**config.mk**
```make
export PLATFORM = sky130hd
export DESIGN_NAME = ram_arbiter
export DESIGN_NICKNAME = d
export VERILOG_FILES = /design/src/rtl/ram_arbiter.sv
export SDC_FILE = /design/constraint.sdc
export NUM_CORES = 1
export LEC_CHECK = 0
export BUFFER_PORTS_ARGS = -buffer_cell sky130_fd_sc_hd__buf_4
export CAP_MARGIN = 10
export CORE_AREA = 2 2 69 71
export CTS_CLUSTER_SIZE = 10
export DETAILED_ROUTE_END_ITERATION = 6
export DIE_AREA = 0 0 71 73
export PLACE_DENSITY = 0.89
export SKIP_LAST_GASP = 1
export SLEW_MARGIN = 20
export SYNTH_ARGS = -nofsm -noshare
export SYNTH_HDL_FRONTEND = slang
export SYNTH_SLANG_ARGS = --single-unit
```
**constraint.sdc**
```tcl
create_clock -name clk -period 4.4 [get_ports clk]
set_clock_uncertainty 0.2 [all_clocks]
set_input_delay 0.22 -clock clk [delete_from_list [all_inputs] [get_ports clk]]
set_output_delay 0.22 -clock clk [all_outputs]
set_load 0.005 [all_outputs]
```
**src/rtl/ram_arbiter.sv**
```systemverilog
// Two-requester round-robin arbiter in front of a single-port 64-word RAM.
// One command is in flight at a time; read data returns two cycles after grant.
module ram_arbiter #(
    parameter int ADDR_W = 6,
    parameter int DATA_W = 16
) (
    input  logic              clk,
    input  logic              rst_n,
    input  logic              a_req,
    input  logic              a_we,
    input  logic [ADDR_W-1:0] a_addr,
    input  logic [DATA_W-1:0] a_wdata,
    output logic              a_gnt,
    output logic              a_rvalid,
    input  logic              b_req,
    input  logic              b_we,
    input  logic [ADDR_W-1:0] b_addr,
    input  logic [DATA_W-1:0] b_wdata,
    output logic              b_gnt,
    output logic              b_rvalid,
    output logic [DATA_W-1:0] rdata,
    output logic [ADDR_W-1:0] ram_add,
    output logic [DATA_W-1:0] ram_data_in,
    output logic              ram_r_w,
    output logic              ram_enable,
    output logic              ram_ce,
    input  logic [DATA_W-1:0] ram_data_out
);

    typedef enum logic [1:0] {
        IDLE,
        ACCESS,
        RDWAIT
    } state_t;

    state_t state;
    logic   last_b;
    logic   owner_b;
    logic   pick_b;

    // On a tie the side that did not win last time goes next.
    always_comb begin
        pick_b = 1'b0;
        unique case (1'b1)
            a_req && b_req:  pick_b = !last_b;
            b_req && !a_req: pick_b = 1'b1;
            default:         pick_b = 1'b0;
        endcase
    end

    always_ff @(posedge clk or negedge rst_n) begin
        if (!rst_n) begin
            state       <= IDLE;
            last_b      <= 1'b1;
            owner_b     <= 1'b0;
            a_gnt       <= 1'b0;
            b_gnt       <= 1'b0;
            a_rvalid    <= 1'b0;
            b_rvalid    <= 1'b0;
            rdata       <= '0;
            ram_add     <= '0;
            ram_data_in <= '0;
            ram_r_w     <= 1'b0;
            ram_enable  <= 1'b0;
            ram_ce      <= 1'b0;
        end else begin
            a_gnt    <= 1'b0;
            b_gnt    <= 1'b0;
            a_rvalid <= 1'b0;
            b_rvalid <= 1'b0;
            unique case (state)
                IDLE: begin
                    if (a_req || b_req) begin
                        ram_add     <= pick_b ? b_addr  : a_addr;
                        ram_data_in <= pick_b ? b_wdata : a_wdata;
                        ram_r_w     <= pick_b ? b_we    : a_we;
                        ram_enable  <= 1'b1;
                        ram_ce      <= 1'b1;
                        a_gnt       <= !pick_b;
                        b_gnt       <= pick_b;
                        owner_b     <= pick_b;
                        last_b      <= pick_b;
                        state       <= ACCESS;
                    end else begin
                        ram_add     <= '0;
                        ram_data_in <= '0;
                        ram_r_w     <= 1'b0;
                        ram_enable  <= 1'b0;
                        ram_ce      <= 1'b0;
                    end
                end
                ACCESS: begin
                    ram_enable <= 1'b0;
                    ram_ce     <= 1'b0;
                    state      <= ram_r_w ? IDLE : RDWAIT;
                end
                RDWAIT: begin
                    rdata    <= ram_data_out;
                    a_rvalid <= !owner_b;
                    b_rvalid <= owner_b;
                    state    <= IDLE;
                end
                default: state <= IDLE;
            endcase
        end
    end

endmodule

```
==> results of run 1 <==
==> logic make-up after synthesis <==
logic type / count (synthesis) / synth area share (%)
buffers and inverters: 13 / 5.36
flip-flops: 48 / 61.4
multiplexers: 16 / 9.20
AO/OA/AOI/OAI: 28 / 13.3
AND/OR/NAND/NOR: 33 / 10.7
==> power by group through the flow <==
stage               clock network [mW]  registers [mW]  logic [mW]
floorplan                            0           0.768       0.473
global placement                     0           0.759       0.823
detailed placement                   0           0.762       0.862
CTS                              0.278           0.761        1.08
global route                     0.290           0.795        1.17
finish                           0.270           0.764        1.08
==> worst max-delay path: cells and delay by family <==
family,cells,cell delay (ns)
and+or+nand+nor,2,0.81
buffers and inverters,3,1.26
AOI/OAI and AO/OA,1,0.29
==> final cells by class <==
cell class,count,area share (%)
flip-flops and latches,48,34.3
inverters,1,0.107
well taps,54,1.93
clock inverters,1,0.214
repair buffers,176,42.4
clock buffers,7,2.46
multi-input cells,77,18.6
==> Yosys cell counts (all sizes together) <==
master and count:
nand2 1, a31oi 1, nand2b 2, clkbuf 1, mux2 16, inv 1, dfstp 1, and3 2
a21o 1, nor3b 1, a221o 23, a21oi 2, o21a 1, nor2 3, nor2b 19, buf 11
and2b 4, or2 1, dfrtp 47
==> layer usage <==
| metal | vias to the layer above | global-route usage [%] | part of all wire [%] |
|---|---|---|---|
| met2 | 63 | 41.4 | 57 |
| met4 | 0 | 8.60 | 1.6 |
| met5 | - | 0 | 0 |
| met1 | 895 | 22.7 | 36 |
| li1 | 846 | - | - |
| met3 | 10 | 4.01 | 5.1 |
==> stage by stage <==
step | util, % | total power [mW] | cell area, sq um
floorplan | - | 1.24 | 1960
global placement | 60.8 | 1.58 | 2760
detailed placement | 60.8 | 1.62 | 2760
CTS | 77.2 | 2.12 | 3500
global route | 77.2 | 2.25 | 3500
finish | 77.2 | 2.11 | 3500
==> how the worst max path moves through the flow <==
stage | start | to | slack (ns) | cells after the start
after detailed placement | last_b | ram_add[0] | 2.51 | 3
after global routing | a_req | ram_add[2] | 1.70 | 6
after global placement | last_b | ram_r_w | 2.58 | 3
final | a_req | ram_add[2] | 1.84 | 6
after floorplan | last_b | ram_data_in[10] | 2.74 | 5
after CTS | a_req | ram_add[1] | 1.82 | 6
==> state kept, by name, summed over array words and instances (netlist names) <==
signal       count
ram_data_in     16
rdata           16
ram_add          6
state            2
a_gnt            1
a_rvalid         1
b_gnt            1
b_rvalid         1
last_b           1
owner_b          1
ram_ce           1
ram_r_w          1
==> qor.yml, run 1 <==
slowest_delay_ns: 0.76
cts_buffers: 5
hold_path_end: "state[0]"
drive_gt1_share_pct: 44.5
grt_pass1_wl_microns: 8410
grt_start_max_net_pins: 49
end_kind: "register"
synthCells: 138
final.min_clock_period_ns: 2.56
synth_top_area_share_pct: 60.0
dp.cells: 291
p_sw_uw: 627
p_int_mw: 1.49
status: "finished, final reports clean"
r2r_setup_slack_ns: 1.96
final_cells: 364
reg2reg_to: "ram_add[2]"
grt-ovfl-total: 0
hold_ws_ns: 0.00256
yosysSeqAreaShare_pct: 61.4
path_cells: "dlygate4sd3_1, buf_4, nand2_1, and3_1, a221o_1, dlygate4sd3_1"
fp.dieH_microns: 73
post-place-ws_ns: 2.51
antenna_found_initial: 0
multi_input_area_sq_um: 652
synthTopCellsByArea: "dfrtp_1 60%, a221o_1 12%, mux2_2 9.2%"
initial_core_util_pct: 43.2
dp_hpwl_microns: 3240
crit_path_start_kind: "input pin"
clockPowerShare_pct: 12.8
seq_area_sq_um: 1200
period_share_pct: 58.1
crit_top_cell: "dlygate4sd3_1"
area_delta_synth_final_pct: 78.8
cts_tree: "yes"
slew_headroom_pct: 38.9
syn_area_sq_um: 1960
port_buffers: 110
ios: 111
leakagePower_nw: 1.73
die_area_sq_um: 5180
vias: 1814
grt_pass1_vias: 1854
place_congestion: 0.694
clock_tree.root_cell: "clkbuf_8"
cpMaxStageDelayCell: "and3_1"
timing.final.ws_setup_ns: 1.84
diodes: 0
avgSynthCellArea_sq_um: 14.2
rsz0062_at_grt: "false"
coreArea_sq_um: 4540
holdPathStages: 2
final_antenna_net_count: 0
yosysWarnings: 0
grt_usage_pct: 21.4
synth.distinct_cells: 23
post_drt_wl_per_cell_microns: 15.1
slew_viol_final: 0
cts_hold_repair.buffers: 65
nets: 375
pwr-share-seq_pct: 36.1
setup_tns_ns: 0
cap_violations: 0
final_cell_mix: "111 x buf_4, 65 x dlygate4sd3_1, 47 x dfrtp_1"
final_common_cell: "buf_4"
critPathKind: "input pin to register"
cts.sinks: 48
synth-seq-cells: 48
required_ns: 4.44
drt_iter0_drc: 61
ir_worst_vdd_mv: 0.287
post_cts_buffers: 0
setup_violations: 0
drt-pass1-iter-count: 4
clkLatencyLatePin_ns: 0.30
r2r_cells: 4
worstHoldStart: "b_req"
viasPerCell: 4.98
nFillCells: 302
cts.htree.levels: 2
clk_pin_slew_worst_paths_ns: 0.08
p_comb_share_pct: 51.1
rr_startpoint: "last_b"
worst_slew_pin_slew_ns: 0.916
p_per_area_nw_per_um2: 604
worstHoldPathType: "input pin to register"
die_x_microns: 71
arrival_ns: 2.59
finalWirelength_microns: 5500
max_clock_freq_mhz: 391
rows: 25
clk_path_buf_depth: 2
post-route-drc-count: 0
final_hold_viol_count: 0
path_max_fanout: 25
synth_nets: 204
switching_share_pct: 29.6
ctsResizeCount: 0
synth.largest_area_cell: "dfrtp_1"
Power figures use the tool's default switching activity.
==> inputs of run 2 (changes only) <==
Settings changed: ABC_AREA set to 1, CORE_AREA 2 2 69 71 to 2 2 75 77, DIE_AREA 0 0 71 73 to 0 0 77 79, PLACE_DENSITY 0.89 to 0.85.
Clock period 4.4 ns to 2.7 ns, I/O delays scaled along.
==> run 2 against run 1 <==
  * Setup slack worse by 1.4 ns
  * Wire length grew 34%
  * Sequential share of layout area fell by 3.2 points
  * Via count is 41% higher
  * Clock power grew 100%
  * Critical path depth did not move
  * Die area up 17%
  * Flip-flop and latch count unchanged
  * Count of clock-buffer cells in the layout down 1
  * Utilization shrank 4.9 points
  * Final cell count grew 46%
  * Critical path type is now register to register
  * Largest cell class unchanged
  * Highest routed layer unchanged
==> qor.yml, run 2 <==
synthCells: 294
synth_top_area_share_pct: 51.1
viasPerCell: 4.83
drive_gt1_share_pct: 27.7
avgSynthCellArea_sq_um: 7.83
synth_xor_area_share_pct: 0
crit_buf_inv: 1
grt_usage_pct: 24.6
ctsResizeCount: 0
dp.cells: 461
grt_start_max_net_pins: 49
worstHoldPathType: "input pin to register"
cap_violations: 0
path_cells: "nand2_2, nand2_4, nand2_1, nand3_1, dlygate4sd3_1, nand2_1"
yosysSeqAreaShare_pct: 52.2
synthAdderAreaFrac_pct: 0
post_drt_wl_per_cell_microns: 13.9
cts_hold_repair.buffers: 62
grt_pass1_wl_microns: 11800
vias: 2563
max_clock_freq_mhz: 434
crit_top_cell: "nand2_1"
slew_headroom_pct: 59.8
nets: 524
r2r_cells: 6
end_kind: "register"
rsz0062_at_grt: "false"
post_cts_buffers: 0
die_x_microns: 77
die_area_sq_um: 6080
reg2reg_to: "ram_data_in[5]"
p_per_area_nw_per_um2: 916
period_share_pct: 85.3
grtUsageMet2_pct: 46.9
setup_violations: 0
arrival_ns: 2.29
drt-pass1-iter-count: 4
critPathKind: "register to register"
dp_hpwl_microns: 4110
port_buffers: 110
grtUsageMet1_pct: 26.9
grt_pass1_vias: 2631
area_delta_synth_final_pct: 67.6
coreArea_sq_um: 5340
r2r_setup_slack_ns: 0.40
utilization_pct: 72.3
synth-compound-area-share_pct: 0.435
synth_edf_count: 0
synthArstFlopShare_pct: 100
synth_nets: 360
clk_pin_slew_worst_paths_ns: 0.09
finalWirelength_microns: 7360
cpMaxStageDelayCell: "dfstp_2"
final_cell_mix: "111 x buf_4, 105 x nand2_1, 62 x nand3_1, 62 x dlygate4sd3_1, 50 x inv_1"
rr_startpoint: "last_b"
grt-ovfl-total: 0
crit_path_start_kind: "register"
final_common_cell: "buf_4"
required_ns: 2.69
grt_use_met3_pct: 3.52
clkLatencyLatePin_ns: 0.30
cts.htree.levels: 2
path_max_fanout: 25
final.min_clock_period_ns: 2.30
final_hold_viol_count: 0
grt_busiest_layer: "met2"
cts_buffers: 5
synth_top_family_by_area: "simple AND/OR/NAND/NOR gates"
cpLargestDelayFamily: "simple AND/OR/NAND/NOR gates"
drt_iter0_drc: 119
final_cells: 531
slew_viol_final: 0
critPathLaunch: "last_b"
cp_num_cells: 6
diodes: 0
setup_tns_ns: 0
antenna_found_initial: 0
cts_tree: "yes"
synthMuxAreaShare_pct: 0
synth-main-ff-cell: "dfrtp_1"
top_regs: "ram_data_in x16, rdata x16, ram_add x6"
final_antenna_net_count: 0
cts.sinks: 48
yosysWarnings: 0
ir_worst_vdd_mv: 0.450
syn_area_sq_um: 2300
synth-simple-area-share_pct: 34.2
slowest_delay_ns: 0.55
power.total_mw: 3.53
initial_core_util_pct: 43.1
synthTopCellsByArea: "dfrtp_1 51%, nand2_1 17%, nand3_1 13%"
worst_slew_pin_slew_ns: 0.603
yosysMostFrequentCell: "nand2_1"
status: "finished, final reports clean"
clock_tree.root_cell: "clkbuf_8"
synth-seq-cells: 48
synth.largest_area_cell: "dfrtp_1"
synth.distinct_cells: 17
post-route-drc-count: 0
synth_common_cells: "105 x nand2_1, 62 x nand3_1, 50 x inv_1, 47 x dfrtp_1, 9 x buf_2"
fp.dieH_microns: 79
rows: 27
leakagePower_nw: 2.16
place_congestion: 0.749
ios: 111
clk_path_buf_depth: 2
cp-endpoint: "ram_data_in[5]"
run 2: changes by cell type after synthesis, sizes merged, moves of 2 or more:
cell / change
nor2: +2
nand3: +62
buf: +5
and2b: -4
and3: -2
nand2: +108
mux2: -16
nand2b: -2
inv: +50
nor2b: -19
a221o: -23
run 2: cells by family (layout without fill, tap and decap cells):
logic type / Yosys count / after routing
simple gates: 177 / 177
compound gates: 2 / 2
buf+inv: 67 / 232
flops: 48 / 48
run 2: routing by layer:
metal	vias up	routed length (microns)
met2	113	4000
met5	-	0
met4	0	253
met3	24	340
met1	1208	2760
li1	1218	-
run 2: final cells by class:
class,instances,area [sq um]
Sequential cell,48,1200
Tap cell,72,90.1
Clock inverter,2,38.8
Multi-Input combinational cell,179,797
Clock buffer,6,82.6
Fill cell,411,1480
Inverter,51,194
Timing Repair Buffer,173,1450
run 2: worst min path at each step:
| stage | from | to | slack, ns | depth (start not counted) |
|---|---|---|---|---|
| finish | b_wdata[15] | ram_data_in[15] | 0.03 | 5 |
| global route | b_wdata[15] | ram_data_in[15] | 0.05 | 5 |
| global placement | rst_n | ram_data_in[9] | -0.02 | 1 |
| floorplan | rst_n | a_gnt | -0.36 | 0 |
| CTS | b_wdata[15] | ram_data_in[15] | 0.004 | 5 |
| detailed placement | rst_n | ram_add[0] | -0.01 | 1 |
run 2: report_power, final:
group	switching [mW]	internal, mW
Sequential	0.209	1.07
Combinational	0.843	0.868
Clock	0.242	0.303
Total	1.29	2.24
run 2: metrics by stage:
stage	hold slack [ns]	setup WS (ns)	area, sq um
floorplan	-0.361	1.40	2300
detailed placement	-0.0139	0.984	3120
finish	0.0346	0.396	3860
global placement	-0.0188	1.03	3120
CTS	0.00444	0.468	3860
global route	0.0533	0.247	3860
run 2: worst reg2reg max path: stages (launching register included):
cell and delay [ns]:
dfstp_2 0.55, nand2_2 0.29, nand2_4 0.35, nand2_1 0.11
nand3_1 0.10, dlygate4sd3_1 0.55, nand2_1 0.06
==> inputs of run 3 (changes only) <==
Settings changed: CELL_PAD_IN_SITES_DETAIL_PLACEMENT set to 1, CELL_PAD_IN_SITES_GLOBAL_PLACEMENT set to 1, CORE_AREA 2 2 75 77 to 2 2 88 90, DIE_AREA 0 0 77 79 to 0 0 90 92, PLACE_DENSITY 0.85 to 0.83.
==> run 3 against run 2 <==
  * Critical path depth unchanged
  * Largest cell class unchanged
  * Utilization is 20 points lower
  * Wire length is 14% higher
  * Flip-flop and latch count unchanged
  * Final area is 0.32% higher
  * Power down 1.0%
  * Setup slack worse by 0.046 ns
  * Die area rose by 36%
  * Combinational power is 3% higher
  * Clock power fell by 15%
  * Sequential power about the same
==> qor.yml, run 3 (synthesis gave the netlist of run 2 again) <==
status: "finished, final reports clean"
crit_path_start_kind: "register"
initial_core_util_pct: 30.9
crit_buf_inv: 1
nets: 524
max_clock_freq_mhz: 426
arrival_ns: 2.34
place_congestion: 0.748
finalWirelength_microns: 8380
viasPerCell: 4.62
final_common_cell: "buf_4"
cpMaxStageDelayCell: "dlygate4sd3_1"
post-route-drc-count: 0
final_hold_viol_count: 0
worst_slew_pin_slew_ns: 0.624
clk_pin_slew_worst_paths_ns: 0.09
setup_tns_ns: 0
grt_pass1_wl_microns: 13700
final_antenna_net_count: 0
ir_worst_vdd_mv: 0.311
slowest_delay_ns: 0.55
r2r_setup_slack_ns: 0.35
clkLatencyLatePin_ns: 0.30
path_cells: "nand2_2, nand2_4, nand2_1, nand3_1, dlygate4sd3_1, nand2_1"
hold_ws_ns: 0.0225
drive_gt1_share_pct: 27.5
reg2reg_to: "ram_data_in[11]"
leakagePower_nw: 2.15
cap_violations: 0
cts_tree: "yes"
diodes: 0
grt-ovfl-total: 0
ios: 111
fp.dieH_microns: 92
p_per_area_nw_per_um2: 904
drt_iter0_drc: 86
clock_tree.root_cell: "clkbuf_8"
grt_pass1_vias: 2906
post_drt_wl_per_cell_microns: 15.0
cts.sinks: 48
slew_viol_final: 0
top_regs: "ram_data_in x16, rdata x16, ram_add x6"
crit_top_cell: "nand2_1"
grt_usage_pct: 20.5
nFillCells: 931
worstHoldPathType: "input pin to register"
rows: 32
end_kind: "register"
period_share_pct: 87.0
rsz0062_at_grt: "false"
die_area_sq_um: 8280
setup_violations: 0
vias: 2589
path_max_fanout: 25
cts_buffers: 5
worstHoldStart: "b_wdata[7]"
post_cts_buffers: 0
critPathKind: "register to register"
grt_start_max_net_pins: 49
cts.htree.levels: 2
clk_path_buf_depth: 2
area_delta_synth_final_pct: 68.2
holdPathStages: 5
drt-pass1-iter-count: 4
die_x_microns: 90
final.min_clock_period_ns: 2.35
slew_headroom_pct: 58.4
final_cell_mix: "111 x buf_4, 105 x nand2_1, 62 x nand3_1, 62 x dlygate4sd3_1, 50 x inv_1"
coreArea_sq_um: 7450
dp_hpwl_microns: 5000
rr_startpoint: "last_b"
antenna_found_initial: 0
port_buffers: 110
hold_path_end: "ram_data_in[7]"
required_ns: 2.69
r2r_cells: 6
cpLargestDelayFamily: "simple AND/OR/NAND/NOR gates"
## run 3: cell types whose count changed in the layout (fill, tap and decap cells not counted), sizes merged
cell    delta
clkinv     -1
bufinv     -1
clkbuf     +1
## run 3: what timing repair did
action,in CTS,in global routing
hold endpoints to repair,86,0
gates resized for setup,0,0
hold buffers,62,0
## run 3: final cells by class
cell class                      instances  area (sq um)  area share (%)
Sequential cell                        48          1200            31.1
Multi-Input combinational cell        179           797            20.6
Timing Repair Buffer                  173          1450            37.6
Tap cell                              102           128            3.30
Inverter                               51           194            5.01
Clock buffer                            7          96.3            2.49
## run 3: worst max path at each step
stage	from	end	slack (ns)	cells past startpoint
4_1_cts	last_b	ram_data_in[12]	0.38	6
5_1_grt	last_b	ram_data_in[13]	0.18	6
6_report	last_b	ram_data_in[11]	0.35	6
3_5_place_dp	last_b	owner_b	0.90	5
2_1_floorplan	last_b	ram_add[3]	1.40	6
3_3_place_gp	last_b	owner_b	0.97	5
## run 3: where the power goes
part           leakage [nW]  switching [mW]  internal [mW]
logic                  1.50           0.891          0.869
registers             0.597           0.205           1.07
clock network        0.0503           0.237          0.229
total                  2.15            1.33           2.17
## run 3: worst min-delay path, cell delays in order
cell and delay (ns):
buf_4 0.08, inv_1 0.05, nand3_1 0.08, nand3_1 0.08, nand2_1 0.07
## run 3: layer usage
layer | part of all wire, % | track usage, % | up-vias | wire length, microns
li1 | - | - | 1216 | -
met1 | 39 | 22.4 | 1275 | 3230
met2 | 55 | 39.6 | 84 | 4640
met3 | 4.0 | 3.78 | 14 | 332
met4 | 2.0 | 6.92 | 0 | 171
met5 | 0 | 0 | - | 0
## run 3: per-stage QoR
step / cell area (sq um) / utilization, % / setup WS (ns) / power [mW] / instances
final: 3870 / 52.0 / 0.350 / 3.50 / 560
after global routing: 3870 / 52.0 / 0.183 / 3.77 / 560
after CTS: 3870 / 52.0 / 0.381 / 3.50 / 560
after detailed placement: 3150 / 42.4 / 0.901 / 2.81 / 491
after global placement: 3150 / 42.4 / 0.970 / 2.74 / 491
after floorplan: 2300 / - / 1.40 / 2.06 / 294
